`config.mk`:
```
export PLATFORM = sky130hd
export DESIGN_NAME = extmem_arbiter_flat
export DESIGN_NICKNAME = d
export VERILOG_FILES = /design/src/rtl/extmem_arbiter_if.sv /design/src/rtl/extmem_arbiter.sv /design/src/flat_wrapper.sv
export SDC_FILE = /design/constraint.sdc
export NUM_CORES = 1
export LEC_CHECK = 0
export CAP_MARGIN = 10
export CELL_PAD_IN_SITES_DETAIL_PLACEMENT = 1
export CELL_PAD_IN_SITES_GLOBAL_PLACEMENT = 1
export CORE_AREA = 2 2 158 160
export CTS_CLUSTER_SIZE = 25
export DETAILED_ROUTE_END_ITERATION = 12
export DIE_AREA = 0 0 160 162
export PLACE_DENSITY = 0.87
export SKIP_CTS_REPAIR_TIMING = 1
export SLEW_MARGIN = 20
export SYNTH_ARGS = -nofsm -noshare
export SYNTH_HDL_FRONTEND = slang
export SYNTH_SLANG_ARGS = --single-unit
```
`constraint.sdc`:
```
create_clock -name clk -period 4.05 [get_ports clk]
set_clock_uncertainty 0.15 [all_clocks]
set_input_delay 0.405 -clock clk [delete_from_list [all_inputs] [get_ports clk]]
set_output_delay 0.405 -clock clk [all_outputs]
set_load 0.01 [all_outputs]
```
`src/rtl/extmem_arbiter_if.sv`:
```
// Bundle of the arbiter's requester-side and external-memory-side signals.
//   Requester side : req_i, we_i, addr_i, wdata_i  -> arbiter
//                    gnt_o, rvalid_o, rdata_o, rerr_o, busy_o <- arbiter
//   Memory side    : request_extmem, write_extmem, addr_extmem, w_data <- arbiter
//                    valid_extmem, data_extmem -> arbiter
// Modports:
//   slave  - the arbiter itself
//   master - the environment (requesters + external memory)
interface extmem_arbiter_if #(
  parameter int unsigned N_REQ  = 4,
  parameter int unsigned ADDR_W = 32,
  parameter int unsigned DATA_W = 32
);
  logic [N_REQ-1:0]        req_i;
  logic [N_REQ-1:0]        we_i;
  logic [N_REQ*ADDR_W-1:0] addr_i;
  logic [N_REQ*DATA_W-1:0] wdata_i;
  logic [N_REQ-1:0]        gnt_o;
  logic [N_REQ-1:0]        rvalid_o;
  logic [DATA_W-1:0]       rdata_o;
  logic                    rerr_o;
  logic                    busy_o;
  logic                    request_extmem;
  logic                    write_extmem;
  logic [ADDR_W-1:0]       addr_extmem;
  logic [DATA_W-1:0]       w_data;
  logic                    valid_extmem;
  logic [DATA_W-1:0]       data_extmem;

  modport slave (
    input  req_i, we_i, addr_i, wdata_i, valid_extmem, data_extmem,
    output gnt_o, rvalid_o, rdata_o, rerr_o, busy_o,
    output request_extmem, write_extmem, addr_extmem, w_data
  );

  modport master (
    output req_i, we_i, addr_i, wdata_i, valid_extmem, data_extmem,
    input  gnt_o, rvalid_o, rdata_o, rerr_o, busy_o,
    input  request_extmem, write_extmem, addr_extmem, w_data
  );
endinterface

```
`src/rtl/extmem_arbiter.sv`:
```
// Round-robin arbiter sharing one external-memory port between N_REQ requesters.
// One transaction in flight at a time: writes are posted (one request cycle),
// reads block until valid_extmem. All outputs are registered.
// Ports:
//   clk - clock, all logic on posedge
//   rst - synchronous active-low reset
//   bus - extmem_arbiter_if.slave (requester handshake + external memory port)
// Optional feature: define EXTMEM_ARB_TIMEOUT_EN to abort reads that get no
// valid_extmem within TO_CYC cycles (rvalid_o pulses with rerr_o=1, rdata_o=0).
module extmem_arbiter #(
  parameter int unsigned N_REQ  = 4,
  parameter int unsigned ADDR_W = 32,
  parameter int unsigned DATA_W = 32,
  parameter int unsigned TO_CYC = 64
) (
  input  logic             clk,
  input  logic             rst,
  extmem_arbiter_if.slave  bus
);
  localparam int unsigned PtrW = $clog2(N_REQ);

  typedef enum logic [1:0] {StIdle, StWr, StRdWait} state_e;

  state_e            state_q, state_d;
  logic [PtrW-1:0]   ptr_q, ptr_d;
  logic [PtrW-1:0]   owner_q, owner_d;

  logic              win_valid;
  logic [PtrW-1:0]   win_idx;
  logic              rd_done;
  logic              rd_err;

  logic [N_REQ-1:0]  gnt_q, gnt_d;
  logic [N_REQ-1:0]  rvalid_q, rvalid_d;
  logic [DATA_W-1:0] rdata_q, rdata_d;
  logic [ADDR_W-1:0] addr_q, addr_d;
  logic [DATA_W-1:0] wdata_q, wdata_d;
  logic              req_ext_q, req_ext_d;
  logic              wr_ext_q, wr_ext_d;
  logic              busy_q, busy_d;
  logic              rerr_q, rerr_d;

  // (base + off) mod N_REQ without relying on a power-of-two N_REQ.
  function automatic logic [PtrW-1:0] wrap_add(input logic [PtrW-1:0] base,
                                               input int unsigned off);
    int unsigned s;
    s = 32'(base) + off;
    if (s >= N_REQ) s = s - N_REQ;
    return PtrW'(s);
  endfunction

  // Winner: first set request scanning upward from ptr_q, wrapping.
  always_comb begin
    win_valid = 1'b0;
    win_idx   = '0;
    for (int unsigned i = 0; i < N_REQ; i++) begin
      if (!win_valid && bus.req_i[wrap_add(ptr_q, i)]) begin
        win_valid = 1'b1;
        win_idx   = wrap_add(ptr_q, i);
      end
    end
  end

  assign rd_done = (state_q == StRdWait) && bus.valid_extmem;

`ifdef EXTMEM_ARB_TIMEOUT_EN
  localparam int unsigned CntW = (TO_CYC > 1) ? $clog2(TO_CYC) : 1;

  logic [CntW-1:0] cnt_q, cnt_d;

  // valid_extmem in the expiry cycle takes priority via rd_done.
  assign rd_err = (state_q == StRdWait) && !bus.valid_extmem &&
                  (cnt_q == CntW'(TO_CYC - 1));

  always_comb begin
    cnt_d = '0;
    if (state_q == StRdWait && !rd_done && !rd_err) cnt_d = cnt_q + 1'b1;
  end

  always_ff @(posedge clk) begin
    if (!rst) cnt_q <= '0;
    else      cnt_q <= cnt_d;
  end
`else
  assign rd_err = 1'b0;
`endif

  // State register.
  always_ff @(posedge clk) begin
    if (!rst) begin
      state_q <= StIdle;
      ptr_q   <= '0;
      owner_q <= '0;
    end else begin
      state_q <= state_d;
      ptr_q   <= ptr_d;
      owner_q <= owner_d;
    end
  end

  // Next-state logic.
  always_comb begin
    state_d = state_q;
    ptr_d   = ptr_q;
    owner_d = owner_q;
    unique case (state_q)
      StIdle: begin
        if (win_valid) begin
          state_d = bus.we_i[win_idx] ? StWr : StRdWait;
          ptr_d   = wrap_add(win_idx, 1);
          owner_d = win_idx;
        end
      end
      StWr:     state_d = StIdle;
      StRdWait: if (rd_done || rd_err) state_d = StIdle;
      default:  state_d = StIdle;
    endcase
  end

  // Output logic: next values of the output registers.
  always_comb begin
    gnt_d     = '0;
    rvalid_d  = '0;
    rdata_d   = rdata_q;
    addr_d    = addr_q;
    wdata_d   = wdata_q;
    req_ext_d = 1'b0;
    wr_ext_d  = 1'b0;
    rerr_d    = rerr_q;
    unique case (state_q)
      StIdle: begin
        if (win_valid) begin
          gnt_d[win_idx] = 1'b1;
          addr_d         = bus.addr_i[32'(win_idx)*ADDR_W +: ADDR_W];
          wdata_d        = bus.wdata_i[32'(win_idx)*DATA_W +: DATA_W];
          req_ext_d      = 1'b1;
          wr_ext_d       = bus.we_i[win_idx];
        end
      end
      StWr: ;  // the single write cycle ends; request drops
      StRdWait: begin
        req_ext_d = 1'b1;
        if (rd_done) begin
          rvalid_d[owner_q] = 1'b1;
          rdata_d           = bus.data_extmem;
          rerr_d            = 1'b0;
          req_ext_d         = 1'b0;
        end else if (rd_err) begin
          rvalid_d[owner_q] = 1'b1;
          rdata_d           = '0;
          rerr_d            = 1'b1;
          req_ext_d         = 1'b0;
        end
      end
      default: ;
    endcase
    busy_d = (state_d != StIdle);
  end

  always_ff @(posedge clk) begin
    if (!rst) begin
      gnt_q     <= '0;
      rvalid_q  <= '0;
      rdata_q   <= '0;
      addr_q    <= '0;
      wdata_q   <= '0;
      req_ext_q <= 1'b0;
      wr_ext_q  <= 1'b0;
      busy_q    <= 1'b0;
      rerr_q    <= 1'b0;
    end else begin
      gnt_q     <= gnt_d;
      rvalid_q  <= rvalid_d;
      rdata_q   <= rdata_d;
      addr_q    <= addr_d;
      wdata_q   <= wdata_d;
      req_ext_q <= req_ext_d;
      wr_ext_q  <= wr_ext_d;
      busy_q    <= busy_d;
      rerr_q    <= rerr_d;
    end
  end

  assign bus.gnt_o          = gnt_q;
  assign bus.rvalid_o       = rvalid_q;
  assign bus.rdata_o        = rdata_q;
  assign bus.busy_o         = busy_q;
  assign bus.request_extmem = req_ext_q;
  assign bus.write_extmem   = wr_ext_q;
  assign bus.addr_extmem    = addr_q;
  assign bus.w_data         = wdata_q;
`ifdef EXTMEM_ARB_TIMEOUT_EN
  assign bus.rerr_o         = rerr_q;
`else
  assign bus.rerr_o         = 1'b0;
`endif

endmodule

```
`src/flat_wrapper.sv`:
```
// flat-port wrapper written by rule: the top's interface ports become plain ports
module extmem_arbiter_flat 
#(
  parameter int unsigned N_REQ  = 4,
  parameter int unsigned ADDR_W = 32,
  parameter int unsigned DATA_W = 32,
  parameter int unsigned TO_CYC = 64
)
  (clk, rst, bus_req_i, bus_we_i, bus_addr_i, bus_wdata_i, bus_valid_extmem, bus_data_extmem, bus_gnt_o, bus_rvalid_o, bus_rdata_o, bus_rerr_o, bus_busy_o, bus_request_extmem, bus_write_extmem, bus_addr_extmem, bus_w_data);
  extmem_arbiter_if #(.N_REQ(N_REQ), .ADDR_W(ADDR_W), .DATA_W(DATA_W)) bus_i ();
  input  logic clk;
  input  logic rst;
  input wire logic [$bits(bus_i.req_i)-1:0] bus_req_i;
  input wire logic [$bits(bus_i.we_i)-1:0] bus_we_i;
  input wire logic [$bits(bus_i.addr_i)-1:0] bus_addr_i;
  input wire logic [$bits(bus_i.wdata_i)-1:0] bus_wdata_i;
  input wire logic [$bits(bus_i.valid_extmem)-1:0] bus_valid_extmem;
  input wire logic [$bits(bus_i.data_extmem)-1:0] bus_data_extmem;
  output wire logic [$bits(bus_i.gnt_o)-1:0] bus_gnt_o;
  output wire logic [$bits(bus_i.rvalid_o)-1:0] bus_rvalid_o;
  output wire logic [$bits(bus_i.rdata_o)-1:0] bus_rdata_o;
  output wire logic [$bits(bus_i.rerr_o)-1:0] bus_rerr_o;
  output wire logic [$bits(bus_i.busy_o)-1:0] bus_busy_o;
  output wire logic [$bits(bus_i.request_extmem)-1:0] bus_request_extmem;
  output wire logic [$bits(bus_i.write_extmem)-1:0] bus_write_extmem;
  output wire logic [$bits(bus_i.addr_extmem)-1:0] bus_addr_extmem;
  output wire logic [$bits(bus_i.w_data)-1:0] bus_w_data;
  assign bus_i.req_i = bus_req_i;
  assign bus_i.we_i = bus_we_i;
  assign bus_i.addr_i = bus_addr_i;
  assign bus_i.wdata_i = bus_wdata_i;
  assign bus_i.valid_extmem = bus_valid_extmem;
  assign bus_i.data_extmem = bus_data_extmem;
  assign bus_gnt_o = bus_i.gnt_o;
  assign bus_rvalid_o = bus_i.rvalid_o;
  assign bus_rdata_o = bus_i.rdata_o;
  assign bus_rerr_o = bus_i.rerr_o;
  assign bus_busy_o = bus_i.busy_o;
  assign bus_request_extmem = bus_i.request_extmem;
  assign bus_write_extmem = bus_i.write_extmem;
  assign bus_addr_extmem = bus_i.addr_extmem;
  assign bus_w_data = bus_i.w_data;
  extmem_arbiter #(.N_REQ(N_REQ), .ADDR_W(ADDR_W), .DATA_W(DATA_W), .TO_CYC(TO_CYC)) u_core (.clk(clk), .rst(rst), .bus(bus_i));
endmodule
```
# Yosys cells after proc, flatten, opt, wreduce, memory -nomap -nowiden
# Cells that the tools add are included.
[word_totals]
ff_bits = 113
in_bits = 299
elab_cells = 85
[classes]
reduce_logical = 15
order_cmp = 13
n_eq_ne = 1
n_addsub = 9
shift = 2
n_mux = 34
[ops]
columns = ["op", "count"]
rows = [
  ["$shiftx A128 B8 Y32", 2],
  ["$mux W2", 12],
  ["$lt A2 B3 Y1 const B", 6],
  ["$mux W1", 13],
  ["$ge A3 B3 Y1 const B", 4],
  ["$bmux W1 S2", 5],
  ["$sub A2 B1 Y2 const B", 5],
  ["$add A2 B1 Y3 const B", 2],
  ["$add A2 B2 Y3 const B", 2],
  ["$logic_and A1 B1 Y1", 6],
  ["$reduce_and A3 Y1", 2],
  ["$demux W1 S2", 2],
  ["$ge A2 B1 Y1 const B", 2],
  ["$pmux W2 S2", 1],
  ["$reduce_and A2 Y1", 2],
  ["$ge A2 B3 Y1 const B", 1],
  ["$logic_not A1 Y1", 3],
  ["$eq A2 B2 Y1 const B", 1],
  ["$logic_not A2 Y1", 1],
  ["$pmux W1 S2", 1],
  ["$reduce_bool A2 Y1", 1],
]

# Logic depth before layout (Yosys ltp)
[logic_depth]
word_depth = 20
depth_mapped = 8
mapped_depth_nobuf = 7

# Worst setup path after synthesis
# OpenSTA, ideal clock, no wires.
[synth_path]
path_type = "input-to-reg"
start = "input bus_req_i[0]"
end = "register u_core.gnt_q[0], in the netlist u_core.bus.gnt_o[0]"
cell_stages = 7
arrival_ns = 1.828
setup_time_ns = 0.115
path_slack_ns = 1.957
path_buffers = 2
cell_sequence = "nor2b_1 -> or4_4 -> and2_4 -> buf_6 -> buf_2 -> ha_1 -> and2_1"
[synth_via]
elab_chain_cells = 16
elab_cells_between_ends = 28
classes_between = "2 x order compare; 18 x mux; 8 x reduce/logical"
[synth_lines]
columns = ["item", "line_no", "rtl"]
rows = [
  ["start, declared", "flat_wrapper.sv:13", "input wire logic [$bits(bus_i.req_i)-1:0] bus_req_i;"],
  ["$bmux W1 S2", "extmem_arbiter.sv:57", "if (!win_valid && bus.req_i[wrap_add(ptr_q, i)]) begin"],
  ["$mux W1 (not written as such)", "extmem_arbiter.sv:57", ""],
  ["$mux W1", "extmem_arbiter.sv:57", ""],
  ["$logic_not A1 Y1", "extmem_arbiter.sv:57", ""],
  ["$logic_and A1 B1 Y1", "extmem_arbiter.sv:57", ""],
  ["$mux W1", "extmem_arbiter.sv:57", ""],
  ["$logic_not A1 Y1", "extmem_arbiter.sv:57", ""],
  ["$logic_and A1 B1 Y1", "extmem_arbiter.sv:57", ""],
  ["$mux W1", "extmem_arbiter.sv:57", ""],
  ["$logic_not A1 Y1", "extmem_arbiter.sv:57", ""],
  ["$logic_and A1 B1 Y1", "extmem_arbiter.sv:57", ""],
  ["$mux W2", "extmem_arbiter.sv:57", ""],
  ["$lt A2 B3 Y1 (not written as such) or $ge A2 B1 Y1 (tied branches)", "extmem_arbiter.sv:133", "gnt_d[win_idx] = 1'b1;"],
  ["$logic_and A1 B1 Y1 (not written as such)", "extmem_arbiter.sv:133", ""],
  ["$mux W1 (not written as such)", "extmem_arbiter.sv:133", ""],
  ["$demux W1 S2", "--", ""],
  ["end signal, assigned", "extmem_arbiter.sv:172", "gnt_q <= gnt_d;"],
  ["end, declared", "extmem_arbiter.sv:33", "logic [N_REQ-1:0] gnt_q, gnt_d;"],
]
# Parallel ways exist; a longest one is shown, timed or not. The select of a mux whose other input is x is not followed.
# A chain may end at the register's enable or synchronous reset.

# Worst setup path after layout
[layout_path]
start = "input bus_req_i[1]"
end = "register u_core.wdata_q[15], in the netlist u_core.bus.w_data[15]"
[layout_via]
elab_chain_cells = 13
elab_cells_between_ends = 24
classes_between = "1 x shift; 16 x mux; 7 x reduce/logical"
[layout_lines]
columns = ["item", "line_no", "rtl"]
rows = [
  ["$bmux W1 S2", "extmem_arbiter.sv:57", ""],
  ["$mux W1 (not written as such)", "extmem_arbiter.sv:57", ""],
  ["$mux W1", "extmem_arbiter.sv:57", ""],
  ["$logic_not A1 Y1", "extmem_arbiter.sv:57", ""],
  ["$logic_and A1 B1 Y1", "extmem_arbiter.sv:57", ""],
  ["$mux W1", "extmem_arbiter.sv:57", ""],
  ["$logic_not A1 Y1", "extmem_arbiter.sv:57", ""],
  ["$logic_and A1 B1 Y1", "extmem_arbiter.sv:57", ""],
  ["$mux W1", "extmem_arbiter.sv:57", ""],
  ["$logic_not A1 Y1", "extmem_arbiter.sv:57", ""],
  ["$logic_and A1 B1 Y1", "extmem_arbiter.sv:57", ""],
  ["$mux W2 or $mux W1 (tied branches)", "extmem_arbiter.sv:57", ""],
  ["$shiftx A128 B8 Y32 or $reduce_and A2 Y1 (tied branches)", "--", ""],
  ["end signal, assigned", "extmem_arbiter.sv:176", "wdata_q <= wdata_d;"],
  ["end, declared", "extmem_arbiter.sv:37", "logic [DATA_W-1:0] wdata_q, wdata_d;"],
]
# Parallel ways exist; a longest one is shown, timed or not. The select of a mux whose other input is x is not followed.

==> impl_metrics.csv <==
group,metric,value,unit
run,drv_cap,0,
logic_synthesis,yosys.area_share.simple,18.3,%
global_route,grt_pass1_vias,7328,
drt,routed_via_density,4.85,
power_and_ir_drop,powerDensity,570,nW/um^2
critical_path,startpoint_type,"primary input",
sta,hold_slack,0.310,ns
placed_design,place.gp.congestion,0.809,
sta,worstMarginPinSlew,1.09,ns
clocking,path_clk_slew,0.07,ns
critical_path,required,4.19,ns
logic_synthesis,synth_area_leaders,"dfxtp_1 (37%), a21boi_0 (12%), mux2i_1 (11%)",
global_route,grt_max_degree,130,
global_route,overflow,0,
logic_synthesis,synth_compound_area_share,26.8,%
logic_synthesis,ys_warn_count,0,
global_route,antenna_found_initial,1,
critical_path,criticalPathCategory,"in -> reg",
global_route,grt_util_all_layers,20.2,%
logic_synthesis,synth_cell_type_count,36,
logic_synthesis,avgSynthCellArea,8.37,um^2
power_and_ir_drop,switchingPower,2.31,mW
critical_path,max_stage_delay,0.74,ns
floorplanning,die-area,25900,um^2
critical_path,worstPathBufferInverterCount,2,
floorplanning,core_area,24100,um^2
clocking,htreeDepth,4,
power_and_ir_drop,p_clk_share,25.0,%
clocking,cts_made_buffers,17,
critical_path,cpMaxStageDelayCell,"and2_4",
power_and_ir_drop,p_leak,4.23,nW
logic_synthesis,yosys.area.top_type_share,37.1,%
power_and_ir_drop,p_int,3.92,mW
logic_synthesis,synth_adder_area_share,0.821,%
critical_path,critPathTopFamily,"simple AND/OR/NAND/NOR gates",
logic_synthesis,synthesis.area,6100,um^2
floorplanning,num_rows,57,
global_route,grt_pass1_wl,40800,um
sta,post-route-min-period,2.88,ns
floorplanning,design.portCount,407,
sta,rsz0062_at_grt,"no",
run_status,status,"finished, final reports clean",
power_and_ir_drop,ir_drop,270,uV
critical_path,worst-path-max-fanout,48,
logic_synthesis,ys_seq_area_share,37.1,%
drt,first_pass_iters,4,
cells_and_area,final_util,45.3,%
sta,period_share,71.2,%
sta,setup_viol,0,
floorplanning,initial_core_util,25.3,%
clocking,clk_latency,0.41,ns
sta,timing.fmax,0.347,GHz
drt,drt_wl_total,26900,um
logic_synthesis,synthesis.instances,729,
clocking,cts-root-buf,"clkbuf_16",
logic_synthesis,synth_flop_cell,"dfxtp_1",
clocking,cts_tree,"done",
sta,final-hold-violation-count,0,
logic_synthesis,syn-num-nets,1032,
power_and_ir_drop,pwr-share-comb,46.9,%
drt,ant_nets,0,
drt,drc,0,
power_and_ir_drop,pwr-share-seq,28.1,%
placed_design,hpwl,20300,um
placed_design,io_buffers,405,
power_and_ir_drop,total_power,6.23,mW
logic_synthesis,synth_seq_cells,113,
drt,via_count,6954,
drt,wl_per_cell,18.8,um
critical_path,cp.arrival,3.02,ns
placed_design,placed_cells,1401,
min_path,hp-class,"reg -> reg",
cells_and_area,fin_nets,1399,
floorplanning,die_y,162,um
power_and_ir_drop,swShare,37.0,%
cells_and_area,syn_to_final_growth,79.1,%
cells_and_area,finalNonFillerCells,1434,
logic_synthesis,synth_top_area_cell,"dfxtp_1",
cells_and_area,drive_gt1_share,4.69,%
logic_synthesis,async_flop_share,0,%
floorplanning,die_width,160,um
drt,drt-initial-drc-count,240,
critical_path,path_cells,"clkdlybuf4s50_1, nor2_1, nand4b_1, and2_4, buf_4, mux2i_1, o211ai_1",
sta,setup-tns-final,0,ns
critical_path,worstSetupEndpointType,"register",
sta,relSlewSlack,27.5,%
logic_synthesis,muxShareOfSynthArea,10.8,%
sta,slew_violations,0,
clocking,clock-sinks,113,
logic_synthesis,synth_xor_xnor_area_share,0,%
logic_synthesis,synth_top_family_by_area,"compound AO/OA/AOI/OAI gates",
clocking,clock_path_buffers,2,
logic_synthesis,synth-edff-count,0,
state kept, by name (all words and copies together), names as in the netlist:
register,flops
u_core.bus.addr_extmem,32
u_core.bus.rdata_o,32
u_core.bus.w_data,32
u_core.bus.gnt_o,4
u_core.bus.rvalid_o,4
u_core.owner_q,2
u_core.ptr_q,2
u_core.state_q,2
u_core.bus.busy_o,1
u_core.bus.request_extmem,1
u_core.bus.write_extmem,1
worst paths after layout:
path	slack [ns]	cells after the start	endpoint	startpoint
setup / recovery	1.17	7	u_core.bus.w_data[15]	bus_req_i[1]
hold reg to reg	0.31	1	u_core.bus.rvalid_o[1]	u_core.owner_q[1]
hold / removal	0.31	1	u_core.bus.rvalid_o[1]	u_core.owner_q[1]
setup reg to reg	1.37	6	u_core.bus.addr_extmem[3]	u_core.ptr_q[0]
placed cells by master, fill, tap and decap left out, types with 3 or more instances in the layout:
| cell | Yosys | layout |
|---|---|---|
| clkdlybuf4s50_1 | 0 | 405 |
| nand2_1 | 130 | 130 |
| dfxtp_1 | 113 | 113 |
| a21boi_0 | 97 | 97 |
| and3_1 | 66 | 66 |
| mux2i_1 | 66 | 66 |
| o211ai_1 | 64 | 64 |
| o21ai_0 | 46 | 45 |
| o21ai_1 | 20 | 20 |
| clkbuf_16 | 0 | 17 |
| buf_4 | 8 | 13 |
| inv_6 | 0 | 8 |
| inv_1 | 5 | 5 |
| nor2b_1 | 6 | 5 |
| nor2_1 | 5 | 5 |
| and2_1 | 5 | 5 |
| a211oi_1 | 5 | 5 |
| ha_1 | 4 | 4 |
| nor3_1 | 4 | 3 |
| o21a_1 | 3 | 3 |
Yosys cell counts, types with 5 or more instances:
library cell,number
clkbuf_1,46
and2_1,5
buf_6,7
mux2i_1,66
a211oi_1,5
o21ai_0,46
buf_2,9
a21boi_0,97
buf_4,8
o211ai_1,64
dfxtp_1,113
nor2b_1,6
nor2_1,5
inv_1,5
and3_1,66
nand2_1,130
o21ai_1,20
power groups by stage:
stage | Clock (mW) | Sequential [mW] | Combinational (mW)
after global routing | 1.65 | 1.79 | 3.18
after detailed placement | 0 | 1.76 | 2.96
after CTS | 1.61 | 1.75 | 2.97
final | 1.56 | 1.75 | 2.92
after floorplan | 0 | 1.90 | 1.39
after global placement | 0 | 1.74 | 2.88
kinds of logic (layout without fill, tap and decap cells):
group                    count (synthesis)  count (layout)
AND/OR/NAND/NOR                        230             230
multiplexers                            66              66
adder cells (fa/ha/maj)                  4               4
other                                    1               2
AO/OA/AOI/OAI                          240             240
buffers and inverters                   75             455
flip-flops                             113             113
stage by stage:
step           setup WS (ns)  area, um^2
2_1_floorplan           1.96        6100
3_3_place_gp           0.867       10300
3_5_place_dp           0.779       10300
4_1_cts                 1.22       10900
5_1_grt                0.944       10900
6_report                1.17       10900
metal layers:
metal  GRT usage [%]  vias to the layer above  share of wire (%)
met4            5.94                        0                1.9
li1                -                     3336                  -
met3            6.03                       35                7.0
met2            37.5                      273                 52
met5               0                        -                  0
met1            22.1                     3310                 39
cell type report:
class	instances	area (um^2)
clock buffer	17	425
clock inverter	15	170
antenna	1	2.50
sequential	113	2260
tap	324	405
multi-input combinational	541	3490
inverter	5	18.8
timing repair buffer	418	4150
fill	2851	13200
Note: power is estimated with default switching activity, not from simulation.
